--- src/rtl/sync_fifo_if.sv ---
// Handshake and status bundle between a sync_fifo and its producer/consumer logic.
// The FIFO uses the slave modport; the surrounding logic uses master.
interface sync_fifo_if #(
   parameter int WIDTH = 64,
   parameter int DEPTH = 8
);
   logic                     wen;
   logic [WIDTH-1:0]         din;
   logic                     ren;
   logic                     clr_err;
   logic [WIDTH-1:0]         dout;
   logic                     full;
   logic                     empty;
   logic                     almost_full;
   logic                     almost_empty;
   logic [$clog2(DEPTH):0]   count;
   logic                     overflow;
   logic                     underflow;

   modport master (
      output wen, din, ren, clr_err,
      input  dout, full, empty, almost_full, almost_empty, count, overflow, underflow
   );

   modport slave (
      input  wen, din, ren, clr_err,
      output dout, full, empty, almost_full, almost_empty, count, overflow, underflow
   );
endinterface

--- src/rtl/sync_fifo.sv ---
// Single-clock FIFO with registered or first-word-fall-through read, occupancy
// count, programmable almost flags and sticky overflow/underflow error flags.
module sync_fifo #(
   parameter int DEPTH      = 8,
   parameter int WIDTH      = 64,
   parameter int FWFT       = 0,
   parameter int AFULL_LVL  = DEPTH - 2,
   parameter int AEMPTY_LVL = 2
) (
   input  logic          clk,
   input  logic          reset,
   sync_fifo_if.slave    bus
);
   localparam int AW = $clog2(DEPTH);
   localparam logic [AW:0] AFULL_C  = (AW+1)'(AFULL_LVL);
   localparam logic [AW:0] AEMPTY_C = (AW+1)'(AEMPTY_LVL);

   logic [WIDTH-1:0] mem [DEPTH];
   logic [AW:0]      wptr_p0;
   logic [AW:0]      rptr_p0;
   logic [WIDTH-1:0] dout_p1;
   logic             ovf_p0;
   logic             udf_p0;

   logic             full;
   logic             empty;
   logic [AW:0]      count;
   logic             wr_acc;
   logic             rd_acc;
   logic [WIDTH-1:0] head;

   // Flags derive from registered pointers only; the extra wrap bit separates full from empty.
   assign empty  = (wptr_p0 == rptr_p0);
   assign full   = (wptr_p0[AW] != rptr_p0[AW]) && (wptr_p0[AW-1:0] == rptr_p0[AW-1:0]);
   assign count  = wptr_p0 - rptr_p0;
   assign wr_acc = bus.wen && !full && reset;
   assign rd_acc = bus.ren && !empty && reset;
   assign head   = mem[rptr_p0[AW-1:0]];

   always_ff @(posedge clk) begin
      if (wr_acc)
         mem[wptr_p0[AW-1:0]] <= bus.din;
   end

   always_ff @(posedge clk or negedge reset) begin
      if (!reset) begin
         wptr_p0 <= '0;
         rptr_p0 <= '0;
      end else begin
         if (wr_acc) wptr_p0 <= wptr_p0 + 1'b1;
         if (rd_acc) rptr_p0 <= rptr_p0 + 1'b1;
      end
   end

   // Registered-read output stage; holds its value on idle or rejected reads.
   always_ff @(posedge clk or negedge reset) begin
      if (!reset)
         dout_p1 <= '0;
      else if (rd_acc)
         dout_p1 <= head;
   end

   // Sticky errors: a new error in the same cycle beats clr_err.
   always_ff @(posedge clk or negedge reset) begin
      if (!reset) begin
         ovf_p0 <= 1'b0;
         udf_p0 <= 1'b0;
      end else begin
         if (bus.wen && full)   ovf_p0 <= 1'b1;
         else if (bus.clr_err)  ovf_p0 <= 1'b0;
         if (bus.ren && empty)  udf_p0 <= 1'b1;
         else if (bus.clr_err)  udf_p0 <= 1'b0;
      end
   end

   assign bus.dout         = (FWFT != 0) ? (empty ? '0 : head) : dout_p1;
   assign bus.full         = full;
   assign bus.empty        = empty;
   assign bus.count        = count;
   assign bus.almost_full  = (count >= AFULL_C);
   assign bus.almost_empty = (count <= AEMPTY_C);
   assign bus.overflow     = ovf_p0;
   assign bus.underflow    = udf_p0;
endmodule

--- src/flat_wrapper.sv ---
// flat-port wrapper written by rule: the top's interface ports become plain ports
module sync_fifo_flat 
#(
   parameter int DEPTH      = 8,
   parameter int WIDTH      = 64,
   parameter int FWFT       = 0,
   parameter int AFULL_LVL  = DEPTH - 2,
   parameter int AEMPTY_LVL = 2
)
  (clk, reset, bus_wen, bus_din, bus_ren, bus_clr_err, bus_dout, bus_full, bus_empty, bus_almost_full, bus_almost_empty, bus_count, bus_overflow, bus_underflow);
  sync_fifo_if #(.WIDTH(WIDTH), .DEPTH(DEPTH)) bus_i ();
  input  logic clk;
  input  logic reset;
  input wire logic [$bits(bus_i.wen)-1:0] bus_wen;
  input wire logic [$bits(bus_i.din)-1:0] bus_din;
  input wire logic [$bits(bus_i.ren)-1:0] bus_ren;
  input wire logic [$bits(bus_i.clr_err)-1:0] bus_clr_err;
  output wire logic [$bits(bus_i.dout)-1:0] bus_dout;
  output wire logic [$bits(bus_i.full)-1:0] bus_full;
  output wire logic [$bits(bus_i.empty)-1:0] bus_empty;
  output wire logic [$bits(bus_i.almost_full)-1:0] bus_almost_full;
  output wire logic [$bits(bus_i.almost_empty)-1:0] bus_almost_empty;
  output wire logic [$bits(bus_i.count)-1:0] bus_count;
  output wire logic [$bits(bus_i.overflow)-1:0] bus_overflow;
  output wire logic [$bits(bus_i.underflow)-1:0] bus_underflow;
  assign bus_i.wen = bus_wen;
  assign bus_i.din = bus_din;
  assign bus_i.ren = bus_ren;
  assign bus_i.clr_err = bus_clr_err;
  assign bus_dout = bus_i.dout;
  assign bus_full = bus_i.full;
  assign bus_empty = bus_i.empty;
  assign bus_almost_full = bus_i.almost_full;
  assign bus_almost_empty = bus_i.almost_empty;
  assign bus_count = bus_i.count;
  assign bus_overflow = bus_i.overflow;
  assign bus_underflow = bus_i.underflow;
  sync_fifo #(.DEPTH(DEPTH), .WIDTH(WIDTH), .FWFT(FWFT), .AFULL_LVL(AFULL_LVL), .AEMPTY_LVL(AEMPTY_LVL)) u_core (.clk(clk), .reset(reset), .bus(bus_i));
endmodule
--- config.mk ---
export PLATFORM = sky130hd
export DESIGN_NAME = sync_fifo_flat
export DESIGN_NICKNAME = d
export VERILOG_FILES = /design/src/rtl/sync_fifo_if.sv /design/src/rtl/sync_fifo.sv /design/src/flat_wrapper.sv
export SDC_FILE = /design/constraint.sdc
export NUM_CORES = 1
export LEC_CHECK = 0
export CORE_ASPECT_RATIO = 0.9
export CORE_MARGIN = 4
export CORE_UTILIZATION = 60
export CTS_BUF_LIST = sky130_fd_sc_hd__clkbuf_8
export DETAILED_ROUTE_END_ITERATION = 10
export GPL_ROUTABILITY_DRIVEN = 0
export PLACE_DENSITY_LB_ADDON = 0.2
export REMOVE_ABC_BUFFERS = 1
export SYNTH_ARGS = -nofsm -noshare
export SYNTH_HDL_FRONTEND = slang
export SYNTH_SLANG_ARGS = --single-unit
--- constraint.sdc ---
create_clock -name clk -period 24 [get_ports clk]
set_input_delay 4.8 -clock clk [delete_from_list [all_inputs] [get_ports clk]]
set_output_delay 4.8 -clock clk [all_outputs]
set_load 0.05 [all_outputs]
==> impl_metrics.prom <==
# TYPE chip_impl_metric gauge
chip_impl_info{name="run_status",value="finished, final reports clean"} 1
chip_impl_info{name="synth-main-ff-cell",value="edfxtp_1"} 1
chip_impl_metric{name="wirelength_met1",unit="µm"} 18350
chip_impl_metric{name="drive_gt1_share",unit="%"} 20.71
chip_impl_metric{name="area_delta_synth_final",unit="%"} 16.85
chip_impl_info{name="setup.worst_path.class",value="reg -> out"} 1
chip_impl_metric{name="start_util",unit="%"} 60.76
chip_impl_metric{name="arrival",unit="ps"} 3940
chip_impl_metric{name="power-per-cell-area",unit="nW/µm²"} 124.5
chip_impl_metric{name="nNetsFinal",unit=""} 1355
chip_impl_metric{name="coreArea",unit="µm²"} 36090
chip_impl_metric{name="route.final.wire_length",unit="µm"} 43610
chip_impl_metric{name="timing.final.setup_violations",unit=""} 0
chip_impl_metric{name="cellLeakagePower",unit="nW"} 8.559
chip_impl_metric{name="min_path_cells",unit=""} 2
chip_impl_metric{name="globalRoute.totalOverflow",unit=""} 0
chip_impl_metric{name="viasPerCell",unit=""} 5.908
chip_impl_metric{name="placed_area",unit="µm²"} 23830
chip_impl_info{name="critical_path.startpoint_type",value="flip-flop"} 1
chip_impl_metric{name="tritoncts.num_buffers",unit=""} 89
chip_impl_metric{name="post-route-min-period",unit="ps"} 8745
chip_impl_info{name="worst_r2r_startpoint",value="u_core.rptr_p0[1]"} 1
chip_impl_metric{name="r2r_cells",unit=""} 6
chip_impl_info{name="yosys-top-cells-count",value="512 x edfxtp_1, 135 x nand2_1, 128 x mux4_2, 74 x dfrtp_1, 70 x nor2_1"} 1
chip_impl_metric{name="timing.max_cap.violations",unit=""} 0
chip_impl_metric{name="place.detailed.hpwl",unit="µm"} 22770
chip_impl_info{name="clock_tree.root_cell",value="clkbuf_8"} 1
chip_impl_metric{name="post_cts_resized",unit=""} 0
chip_impl_metric{name="ctsHoldBuffers",unit=""} 0
chip_impl_metric{name="timing.final.crit_share",unit="%"} 36.44
chip_impl_metric{name="totalNegativeSetupSlack",unit="ps"} 0
chip_impl_metric{name="met2_length",unit="µm"} 21750
chip_impl_metric{name="synth_warnings",unit=""} 0
chip_impl_metric{name="synth.lib_cells_used.distinct",unit=""} 30
chip_impl_metric{name="wire_length_of_the_first_global_routing_pass",unit="µm"} 67640
chip_impl_metric{name="avgSynthCellArea",unit="µm²"} 20.17
chip_impl_info{name="hold_class",value="reg -> reg"} 1
chip_impl_metric{name="total_power",unit="mW"} 3.189
chip_impl_metric{name="post-route-util",unit="%"} 70.99
chip_impl_metric{name="clock_latency",unit="ps"} 620
chip_impl_metric{name="drc_markers",unit=""} 0
chip_impl_metric{name="drt_pre_antenna_iters",unit=""} 5
chip_impl_metric{name="postSynthCellCount",unit=""} 1087
chip_impl_info{name="regToRegEndpoint",value="u_core.mem[2][3]"} 1
chip_impl_metric{name="area_of_all_placed_cells_without_fillers",unit="µm²"} 25620
chip_impl_metric{name="crit_fanout",unit=""} 64
chip_impl_info{name="cts_tree",value="yes"} 1
chip_impl_metric{name="ys_ff_latch",unit=""} 586
chip_impl_metric{name="final_antenna_violating_net_count",unit=""} 0
chip_impl_metric{name="rows",unit=""} 66
chip_impl_metric{name="cts_num_sinks",unit=""} 586
chip_impl_metric{name="die_x",unit="µm"} 209.5
chip_impl_metric{name="cts_max_level",unit=""} 3
chip_impl_metric{name="ys_async_sr_fraction",unit="%"} 12.63
chip_impl_metric{name="max_slew.worst_pin.slew",unit="ps"} 1156
chip_impl_metric{name="grt_use_total",unit="%"} 22.46
chip_impl_info{name="netlist_top_cells_area",value="edfxtp_1 70%, mux4_2 13%, dfrtp_1 8.4%"} 1
chip_impl_metric{name="regToRegSetupSlack",unit="ps"} 19460
chip_impl_info{name="worst_hold_path.endpoint",value="u_core.bus.underflow"} 1
chip_impl_info{name="cp-end-kind",value="output pin"} 1
chip_impl_metric{name="timing.slew.headroom",unit="%"} 22.52
chip_impl_metric{name="met3WireLength",unit="µm"} 2801
chip_impl_metric{name="antenna_found_initial",unit=""} 4
chip_impl_metric{name="synth_sequential_area_ratio",unit="%"} 78.57
chip_impl_metric{name="drt_iter0_drc",unit=""} 855
chip_impl_metric{name="grt_pass1_vias",unit=""} 11432
chip_impl_info{name="yosys.cell_count.top_type",value="edfxtp_1"} 1
chip_impl_metric{name="via_count",unit=""} 10812
chip_impl_metric{name="cts_setup_buffers",unit=""} 0
chip_impl_metric{name="clock_skews",unit="ps"} 27.11
chip_impl_metric{name="worst-endpoint-required",unit="ps"} 19200
chip_impl_metric{name="layout.cells.non_filler",unit=""} 1830
chip_impl_metric{name="timing.fmax",unit="MHz"} 114.4
chip_impl_metric{name="hold_violations",unit=""} 0
chip_impl_metric{name="die_y",unit="µm"} 189.3
chip_impl_metric{name="clock_tree.buffer_depth",unit=""} 3
chip_impl_metric{name="number_of_pins_exceeding_their_max_slew_limit_in_the_final_report",unit=""} 0
chip_impl_metric{name="place_inst",unit=""} 1665
chip_impl_info{name="highest_layer",value="met5"} 1
chip_impl_info{name="hold_start",value="u_core.bus.underflow"} 1
chip_impl_metric{name="peakVddDrop",unit="mV"} 0.1019
chip_impl_info{name="launch_point_of_the_worst_path",value="u_core.rptr_p0[1]"} 1
chip_impl_metric{name="synth_top_area_share",unit="%"} 70.12
chip_impl_metric{name="synth_edf_count",unit=""} 512
chip_impl_metric{name="die_area",unit="µm²"} 39670
chip_impl_metric{name="cts.clk_slew.worst_paths",unit="ps"} 60
chip_impl_metric{name="boundaryPins",unit=""} 143
chip_impl_info{name="post-synth-top-area-cell",value="edfxtp_1"} 1
chip_impl_metric{name="portBuffers",unit=""} 142
chip_impl_metric{name="grt_max_degree",unit=""} 101
chip_impl_metric{name="wl_per_cell",unit="µm"} 23.83
chip_impl_metric{name="synth.cell_area",unit="µm²"} 21920
chip_impl_info{name="grt_setup_unrepaired",value="no"} 1
[logic make-up (layout without fill, tap and decap cells)]
family | count (synthesis) | in the layout | synth area share [%]
adder cells (fa/ha/maj) | 6 | 6 | 0.3767
buffers and inverters | 68 | 333 | 1.581
AND/OR/NAND/NOR | 215 | 215 | 3.761
AO/OA/AOI/OAI | 74 | 74 | 2.151
XOR/XNOR | 9 | 9 | 0.3595
multiplexers | 129 | 129 | 13.20
flip-flops | 586 | 586 | 78.57
other | 0 | 2 | 0
[where the power goes]
group / internal [mW] / switching, mW
Sequential: 1.25 / 0.129
Combinational: 0.414 / 0.601
Clock: 0.435 / 0.362
[critical path, cell delays in order, from the launching register on]
cell and delay (ps):
dfrtp_4 1100, inv_1 180, ha_1 360, nor2b_1 130
o21ai_0 200, nand3_1 150, a221oi_1 330, clkdlybuf4s50_1 880
[through the flow]
step	hold WS, ps	worst slack [ps]
floorplan	497.7	11280
global placement	519.6	15490
detailed placement	530.6	15360
CTS	544.4	15230
global route	569.8	14960
finish	538.0	15260
[metal layers]
metal / track usage, % / vias to the layer above
li1: - / 4745
met1: 32.49 / 5634
met2: 36.14 / 360
met3: 5.020 / 65
met4: 5.194 / 8
met5: 0 / -
[registers in the layout, indices dropped and copies added (netlist names)]
signal and cells:
u_core.rptr_p0 4, u_core.bus.underflow 1, u_core.wptr_p0 4, u_core.mem 512
u_core.bus.dout 64, u_core.bus.overflow 1
[cell type report]
type / count / area [µm²]
clock buffers: 107 / 1473
flip-flops and latches: 586 / 17240
diodes: 2 / 5.005
inverters: 10 / 38.79
fillers: 2203 / 10470
repair buffers: 160 / 1554
clock inverters: 56 / 307.8
well taps: 476 / 595.6
multi-input cells: 433 / 4408
[worst max path at each step]
stage	end	slack (ps)	cells after the start
floorplan	u_core.mem[0][0]	11280	4
global placement	u_core.mem[6][0]	15490	5
detailed placement	u_core.mem[6][32]	15360	5
CTS	bus_almost_empty	15230	7
global route	bus_almost_empty	14960	7
finish	bus_almost_empty	15260	7
[cells in the final DEF (no fill, tap or decap), types with 4 or more instances in the layout]
master and count:
a31oi_1 64, buf_4 19, clkbuf_8 107, clkdlybuf4s50_1 141, clkinv_1 17, clkinv_2 7, dfrtp_1 71, edfxtp_1 512
ha_1 5, inv_1 36, mux4_2 128, nand2_1 135, nor2_1 67, nor3_2 4, o21ai_0 4, xnor2_1 5
xor2_1 4
Note: power is estimated with default switching activity, not from simulation.
